==> src/rtl/uart_tx_fifo.sv <==
//------------------------------------------------------------------------------
// uart_tx_fifo : buffered UART transmitter, configurable frame, baud-tick paced
// Revision: 1.0
//------------------------------------------------------------------------------
`default_nettype none

module uart_tx_fifo #(
    parameter int DATA_BITS  = 8,
    parameter int OVERSAMPLE = 16,
    parameter int PARITY_EN  = 0,
    parameter int PARITY_ODD = 0,
    parameter int STOP_BITS  = 1,
    parameter int FIFO_DEPTH = 4
) (
    input  logic                          clk,
    input  logic                          reset,
    input  logic                          baud_tick,
    input  logic                          wr_en,
    input  logic [DATA_BITS-1:0]          wr_data,
    output logic                          tx,
    output logic                          busy,
    output logic                          full,
    output logic                          empty,
    output logic [$clog2(FIFO_DEPTH):0]   level,
    output logic                          overflow
);

    localparam int AW = $clog2(FIFO_DEPTH);
    localparam int CW = $clog2(OVERSAMPLE);

    localparam logic [AW:0]   DEPTH_L   = (AW+1)'(FIFO_DEPTH);
    localparam logic [CW-1:0] TICK_LAST = CW'(OVERSAMPLE - 1);
    localparam logic [2:0]    DATA_LAST = 3'(DATA_BITS - 1);
    localparam logic [2:0]    STOP_LAST = 3'(STOP_BITS - 1);

    localparam logic [2:0] S_IDLE   = 3'd0;
    localparam logic [2:0] S_START  = 3'd1;
    localparam logic [2:0] S_DATA   = 3'd2;
    localparam logic [2:0] S_PARITY = 3'd3;
    localparam logic [2:0] S_STOP   = 3'd4;

    logic [DATA_BITS-1:0] mem [FIFO_DEPTH];
    logic [AW:0]          wptr;
    logic [AW:0]          rptr;
    logic [DATA_BITS-1:0] head;
    logic                 push;
    logic                 pop;

    logic [2:0]           state;
    logic [2:0]           state_next;
    logic [CW-1:0]        tick_cnt;
    logic [CW-1:0]        tick_next;
    logic [2:0]           bit_idx;
    logic [2:0]           bit_next;
    logic [DATA_BITS-1:0] shift;
    logic [DATA_BITS-1:0] shift_next;
    logic                 par_bit;
    logic                 par_next;
    logic                 tx_next;
    logic                 bit_end;

    // full is taken from the registered pointers, so a same-cycle pop cannot free a slot
    assign level    = wptr - rptr;
    assign full     = (level == DEPTH_L);
    assign empty    = (level == '0);
    assign push     = wr_en && !full;
    assign overflow = wr_en && full;
    assign head     = mem[rptr[AW-1:0]];

    always_ff @(posedge clk) begin
        if (push) begin
            mem[wptr[AW-1:0]] <= wr_data;
        end
    end

    always_ff @(posedge clk or negedge reset) begin
        if (!reset) begin
            wptr <= '0;
            rptr <= '0;
        end else begin
            if (push) begin
                wptr <= wptr + 1'b1;
            end
            if (pop) begin
                rptr <= rptr + 1'b1;
            end
        end
    end

    assign bit_end = baud_tick && (tick_cnt == TICK_LAST) && (state != S_IDLE);

    always_ff @(posedge clk or negedge reset) begin
        if (!reset) begin
            state <= S_IDLE;
        end else begin
            state <= state_next;
        end
    end

    always_ff @(posedge clk or negedge reset) begin
        if (!reset) begin
            tick_cnt <= '0;
            bit_idx  <= '0;
            shift    <= '0;
            par_bit  <= 1'b0;
            tx       <= 1'b1;
        end else begin
            tick_cnt <= tick_next;
            bit_idx  <= bit_next;
            shift    <= shift_next;
            par_bit  <= par_next;
            tx       <= tx_next;
        end
    end

    always_comb begin
        state_next = state;
        pop        = 1'b0;
        tick_next  = tick_cnt;
        bit_next   = bit_idx;
        shift_next = shift;
        par_next   = par_bit;
        if ((state != S_IDLE) && baud_tick) begin
            tick_next = bit_end ? '0 : tick_cnt + 1'b1;
        end
        case (state)
            S_IDLE: begin
                if (!empty) begin
                    pop = 1'b1;
                end
            end
            S_START: begin
                if (bit_end) begin
                    state_next = S_DATA;
                end
            end
            S_DATA: begin
                if (bit_end) begin
                    shift_next = shift >> 1;
                    if (bit_idx == DATA_LAST) begin
                        bit_next   = '0;
                        state_next = (PARITY_EN != 0) ? S_PARITY : S_STOP;
                    end else begin
                        bit_next = bit_idx + 1'b1;
                    end
                end
            end
            S_PARITY: begin
                if (bit_end) begin
                    state_next = S_STOP;
                end
            end
            S_STOP: begin
                if (bit_end) begin
                    if (bit_idx == STOP_LAST) begin
                        bit_next = '0;
                        if (!empty) begin
                            pop = 1'b1;
                        end else begin
                            state_next = S_IDLE;
                        end
                    end else begin
                        bit_next = bit_idx + 1'b1;
                    end
                end
            end
            default: state_next = S_IDLE;
        endcase
        // a pop always starts a fresh frame, also straight out of the last stop bit
        if (pop) begin
            state_next = S_START;
            tick_next  = '0;
            bit_next   = '0;
            shift_next = head;
            par_next   = (PARITY_ODD != 0) ? ~(^head) : (^head);
        end
    end

    // tx is derived from the next state so the line is registered yet aligned with the state change
    always_comb begin
        tx_next = 1'b1;
        busy    = (state != S_IDLE);
        case (state_next)
            S_START:  tx_next = 1'b0;
            S_DATA:   tx_next = shift_next[0];
            S_PARITY: tx_next = par_next;
            default:  tx_next = 1'b1;
        endcase
    end

endmodule

`default_nettype wire

==> config.mk <==
export PLATFORM = sky130hd
export DESIGN_NAME = uart_tx_fifo
export DESIGN_NICKNAME = d
export VERILOG_FILES = /design/src/rtl/uart_tx_fifo.sv
export SDC_FILE = /design/constraint.sdc
export NUM_CORES = 1
export LEC_CHECK = 0
export ABC_AREA = 1
export CAP_MARGIN = 5
export CORE_MARGIN = 2
export CORE_UTILIZATION = 50
export DETAILED_ROUTE_END_ITERATION = 10
export MAX_ROUTING_LAYER = met4
export PLACE_DENSITY_LB_ADDON = 0.12
export SLEW_MARGIN = 20
export SYNTH_ARGS = -nofsm -noshare
export SYNTH_HDL_FRONTEND = slang
export SYNTH_SLANG_ARGS = --single-unit
==> constraint.sdc <==
create_clock -name clk -period 3.32 [get_ports clk]
set_clock_uncertainty 0.05 [all_clocks]
set_input_delay 0.664 -clock clk [delete_from_list [all_inputs] [get_ports clk]]
set_output_delay 0.664 -clock clk [all_outputs]
set_load 0.02 [all_outputs]
==> results of run 1 <==
[kinds of logic after synthesis]
logic type,count (synthesis),synth area share (%)
fa+ha+maj,11,4.76
xor+xnor,8,2.30
buf+inv,54,8.13
flops,58,52.9
simple gates,183,26.1
compound gates,29,5.83
[layout make-up]
type                            count  area (µm²)
Clock buffer                        9         124
Clock inverter                      7        77.6
Fill cell                         511        2390
Inverter                           48         190
Multi-Input combinational cell    231        1190
Sequential cell                    58        1610
Tap cell                           75        93.8
Timing Repair Buffer               26         243
[through the flow]
step	power (µW)	hold slack, ns	setup slack (ns)	cells	cell area (µm²)
after floorplan	2410	0.318	0.720	343	3050
after global placement	2830	0.410	0.416	438	3330
after detailed placement	2880	0.420	0.362	438	3330
after CTS	3530	0.438	0.0587	454	3530
after global routing	3800	0.469	0.0906	454	3530
final	3500	0.436	0.210	454	3530
[state kept, by name, indices dropped and copies added, names as in the netlist]
register,cells
bit_idx,3
mem,32
par_bit,1
rptr,3
shift,8
state,3
tick_cnt,4
tx,1
wptr,3
[worst min-delay path by stage]
| stage | from | endpoint | slack [ns] | cells past startpoint |
|---|---|---|---|---|
| after floorplan | reset | bit_idx[0] | 0.32 | 0 |
| after global placement | shift[6] | shift[6] | 0.41 | 2 |
| after detailed placement | shift[3] | shift[3] | 0.42 | 2 |
| after CTS | shift[4] | shift[4] | 0.44 | 2 |
| after global routing | shift[6] | shift[6] | 0.47 | 2 |
| final | shift[6] | shift[6] | 0.44 | 2 |
[metal layers]
| layer | vias up | routed length [µm] | track usage, % |
|---|---|---|---|
| met5 | - | 0 | - |
| met4 | 0 | 70 | 6.00 |
| met3 | 7 | 208 | 5.27 |
| met2 | 37 | 2670 | 31.4 |
| met1 | 1021 | 2900 | 26.3 |
| li1 | 1152 | - | - |
[critical path: cells and delay by family (launching register included)]
family / cells / cell delay [ns]
XOR/XNOR: 2 / 0.30
adder cells (fa/ha/maj): 2 / 0.59
buffers and inverters: 3 / 0.78
flip-flops: 1 / 0.38
[timing repair]
action / CTS / global route
hold buffers: 0 / 0
setup endpoints to repair: 2 / 1
gates resized for setup: 2 / 1
[synth_stat cells, types with 3 or more instances]
| cell type | number |
|---|---|
| xor2_1 | 6 |
| dfrtp_1 | 25 |
| ha_1 | 10 |
| o21ai_2 | 3 |
| nand2_4 | 3 |
| edfxtp_1 | 32 |
| o21ai_0 | 3 |
| nor2_1 | 15 |
| nand2_2 | 8 |
| o21ai_1 | 5 |
| nand3_1 | 25 |
| inv_2 | 3 |
| a21oi_1 | 12 |
| nand2_1 | 124 |
| o22ai_1 | 3 |
| inv_1 | 42 |
| buf_6 | 4 |
[where the power goes]
part | leakage [µW] | internal [µW] | switching (µW)
clock network | 0.0000885 | 351 | 307
registers | 0.000605 | 1020 | 120
logic | 0.000996 | 618 | 1090
==> flow_summary.json, run 1 <==
{
  "synth_area_leader_cell": "edfxtp_1",
  "final_cell_mix": "124 x nand2_1, 42 x inv_1, 32 x edfxtp_1",
  "pwr_density_cell_mw_per_mm2": 992,
  "grt_pass1_wl_um": 9760,
  "cts_max_path_buffers": 2,
  "synth_ff_type": "edfxtp_1",
  "drt-vias-per-instance": 4.88,
  "ys_warn_count": 0,
  "required_ns": 2.61,
  "maxSlewViolCount": 0,
  "num_vias": 2217,
  "htreeDepth": 3,
  "crit_top_cell": "inv_1",
  "nets": 397,
  "postCtsSetupBuffers": 0,
  "cp-startpoint": "wptr[0]",
  "startpoint_type": "flip-flop",
  "core_area_mm2": 0.00592,
  "wl_um": 5850,
  "holdCritPathClass": "reg -> reg",
  "die_h_um": 82.1,
  "slowest_stage": "clkdlybuf4s50_1",
  "cts-root-buf": "clkbuf_8",
  "ir_drop_mv": 0.679,
  "syn-cell-area_mm2": 0.00305,
  "crit_end": "level[2]",
  "cts_num_sinks": 58,
  "die_area_mm2": 0.00674,
  "yosysSeqAreaShare_pct": 52.9,
  "r2r-end": "mem[2][3]",
  "clock_latency_ns": 0.34,
  "drv_cap": 0,
  "grt_use_total_pct": 20.3,
  "fin_tns_setup_ns": 0,
  "critPathKind": "reg -> out",
  "layout-drive-gt1-share_pct": 13.2,
  "fp-row-count": 28,
  "max_freq_ghz": 0.322,
  "async_reset_ff_share_pct": 44.8,
  "die_x_um": 82.1,
  "drt-initial-drc-count": 133,
  "syn-mean-instance-area_um2": 8.89,
  "cts_buffers": 9,
  "ys_top_cells_by_area": "edfxtp_1 32%, dfrtp_1 21%, nand2_1 15%",
  "r2r_start": "wptr[0]",
  "arrival_ns": 2.40,
  "layout_commonest_cell": "nand2_1",
  "drc": 0,
  "setup_violations": 0,
  "min_period_over_period_pct": 93.7,
  "firstDrtPassIters": 5,
  "rsz0062_at_grt": "no",
  "finalHoldViolations": 0,
  "r2r_cells": 10,
  "leakagePower_uw": 0.00169,
  "worstMarginPinSlew_ns": 0.489,
  "r2r_slack_ns": 0.68,
  "area.growth.synth_to_final_pct": 15.8,
  "synth_edf_count": 32,
  "status": "finished, final reports clean",
  "synth_top_cell_area_share_pct": 31.5,
  "wl_per_cell_um": 12.9,
  "dpl.hpwl_um": 4020,
  "port-buffer-count": 19,
  "diodes": 0,
  "relSlewSlack_pct": 67.3,
  "slowest_delay_ns": 0.60,
  "initial_core_util_pct": 51.5,
  "final_util_pct": 59.6,
  "finalWeightedCongestion": 0.841,
  "cts_tree": "yes",
  "worst_setup_path_end_kind": "primary output",
  "cts.clk_slew.worst_paths_ns": 0.07,
  "grt_pass1_vias": 2123,
  "synth_cells": 343,
  "period_minus_slack_ns": 3.11,
  "ys_seq_elements": 58,
  "antenna_found_initial": 0,
  "syn-num-nets": 366,
  "crit_fanout": 4,
  "ios": 20,
  "yosysUniqueCellTypes": 33,
  "grt_max_degree": 27,
  "detail-route-antenna-nets": 0,
  "grt_overflow": 0,
  "crit_chain": "inv_1 > ha_1 > fa_1 > xor2_1 > xnor2_1 > inv_1 > clkdlybuf4s50_1"
}
Note: power is estimated with default switching activity, not from simulation.
==> run 2, diff against run 1 <==
--- a/config.mk
+++ b/config.mk
@@ -10,6 +10,7 @@
 export CORE_MARGIN = 2
 export CORE_UTILIZATION = 50
 export DETAILED_ROUTE_END_ITERATION = 10
+export GPL_ROUTABILITY_DRIVEN = 0
 export MAX_ROUTING_LAYER = met4
 export PLACE_DENSITY_LB_ADDON = 0.12
 export SLEW_MARGIN = 20
==> results of run 2 <==
Same layout as run 1: the final DEF is identical, and so are final timing and power.
==> run 3, diff against run 2 <==
--- a/config.mk
+++ b/config.mk
@@ -9,6 +9,7 @@
 export CAP_MARGIN = 5
 export CORE_MARGIN = 2
 export CORE_UTILIZATION = 50
+export CTS_BUF_LIST = sky130_fd_sc_hd__clkbuf_4
 export DETAILED_ROUTE_END_ITERATION = 10
 export GPL_ROUTABILITY_DRIVEN = 0
 export MAX_ROUTING_LAYER = met4
==> flow_summary.json, run 3 (synthesis results as in run 1) <==
{
  "fin_tns_setup_ns": 0,
  "grt_pass1_vias": 2130,
  "min-delay-start": "shift[6]",
  "ir_drop_mv": 0.610,
  "crit_fanout": 4,
  "r2r_start": "wptr[0]",
  "worst_setup_path_end_kind": "primary output",
  "min_period_over_period_pct": 93.0,
  "final_cell_mix": "124 x nand2_1, 42 x inv_1, 32 x edfxtp_1",
  "ios": 20,
  "drt-vias-per-instance": 4.87,
  "cp-startpoint": "wptr[0]",
  "rsz0062_at_grt": "no",
  "num_vias": 2212,
  "die_h_um": 82.1,
  "area.growth.synth_to_final_pct": 13.9,
  "fp-row-count": 28,
  "grt_max_degree": 27,
  "wl_um": 5870,
  "layout_commonest_cell": "nand2_1",
  "dpl.hpwl_um": 4020,
  "startpoint_type": "flip-flop",
  "wl_per_cell_um": 12.9,
  "diodes": 0,
  "leakagePower_uw": 0.00166,
  "layout-drive-gt1-share_pct": 13.2,
  "max_freq_ghz": 0.324,
  "die_area_mm2": 0.00674,
  "nets": 397,
  "clock_latency_ns": 0.40,
  "detail-route-antenna-nets": 0,
  "die_x_um": 82.1,
  "cts_buffers": 9,
  "grt_pass1_wl_um": 9760,
  "cts-root-buf": "clkbuf_4",
  "holdCritPathClass": "reg -> reg",
  "grt_use_total_pct": 20.4,
  "firstDrtPassIters": 5,
  "final_util_pct": 58.6,
  "grt_overflow": 0,
  "antenna_found_initial": 0,
  "setup_violations": 0,
  "period_minus_slack_ns": 3.09,
  "largest_register_ffs": 32,
  "arrival_ns": 2.37,
  "cts_max_path_buffers": 2,
  "status": "finished, final reports clean",
  "drv_cap": 0,
  "critPathKind": "reg -> out",
  "port-buffer-count": 19,
  "pwr_density_cell_mw_per_mm2": 967,
  "relSlewSlack_pct": 67.3,
  "core_area_mm2": 0.00592,
  "cts.clk_slew.worst_paths_ns": 0.11,
  "htreeDepth": 3,
  "drc": 0,
  "initial_core_util_pct": 51.5,
  "worstMarginPinSlew_ns": 0.490,
  "drt-initial-drc-count": 124,
  "maxSlewViolCount": 0,
  "cts_num_sinks": 58,
  "finalHoldViolations": 0,
  "cts_tree": "yes",
  "required_ns": 2.61
}
## run 3: metrics by stage
step                      std cells  setup slack [ns]  area (µm²)  power, µW  hold WS, ns
after detailed placement        438             0.362        3330       2880        0.420
after CTS                       454             0.102        3470       3390        0.447
final                           454             0.231        3470       3360        0.444
after global routing            454            0.0466        3470       3660        0.478
after floorplan                 343             0.720        3050       2410        0.318
after global placement          438             0.416        3330       2830        0.410
## run 3: power by group
part / leakage (µW) / internal (µW) / switching, µW
Combinational: 0.000993 / 609 / 1090
Clock: 0.0000652 / 234 / 291
Sequential: 0.000605 / 1010 / 120
Total: 0.00166 / 1860 / 1500
## run 3: metal layers
layer / global-route usage (%) / vias up / routed length [µm]
li1: - / 1158 / -
met1: 26.4 / 1013 / 2990
met4: 5.50 / 0 / 48
met3: 6.26 / 4 / 174
met5: - / - / 0
met2: 31.2 / 37 / 2660
## run 3: final cells by class
class | count | area (µm²)
flip-flops and latches | 58 | 1610
multi-input cells | 231 | 1190
clock inverters | 7 | 77.6
inverters | 48 | 190
fillers | 517 | 2450
repair buffers | 26 | 241
clock buffers | 9 | 67.6
well taps | 75 | 93.8
## run 3: repair_timing
action,in CTS,in global routing
endpoints found under the hold margin,0,0
resized for setup,3,1
endpoints found under the setup margin,3,1
buffers inserted,0,0
hold buffers,0,0
## run 3: worst paths after layout
path,cells past startpoint,slack (ns),end
worst max-delay path,8,0.23,empty
worst max register to register,10,0.68,mem[2][4]
worst min-delay path,2,0.44,shift[6]
worst min register to register,2,0.44,shift[6]
min in group asynchronous,2,0.59,tick_cnt[2]
max in group asynchronous,2,2.32,tx
## run 3: critical path: stages, from the launching register on
cell	delay, ns
dfrtp_1	0.39
inv_1	0.11
ha_1	0.22
fa_1	0.37
xor2_1	0.16
xnor2_1	0.18
nand2_1	0.15
inv_1	0.07
dlygate4sd2_1	0.33
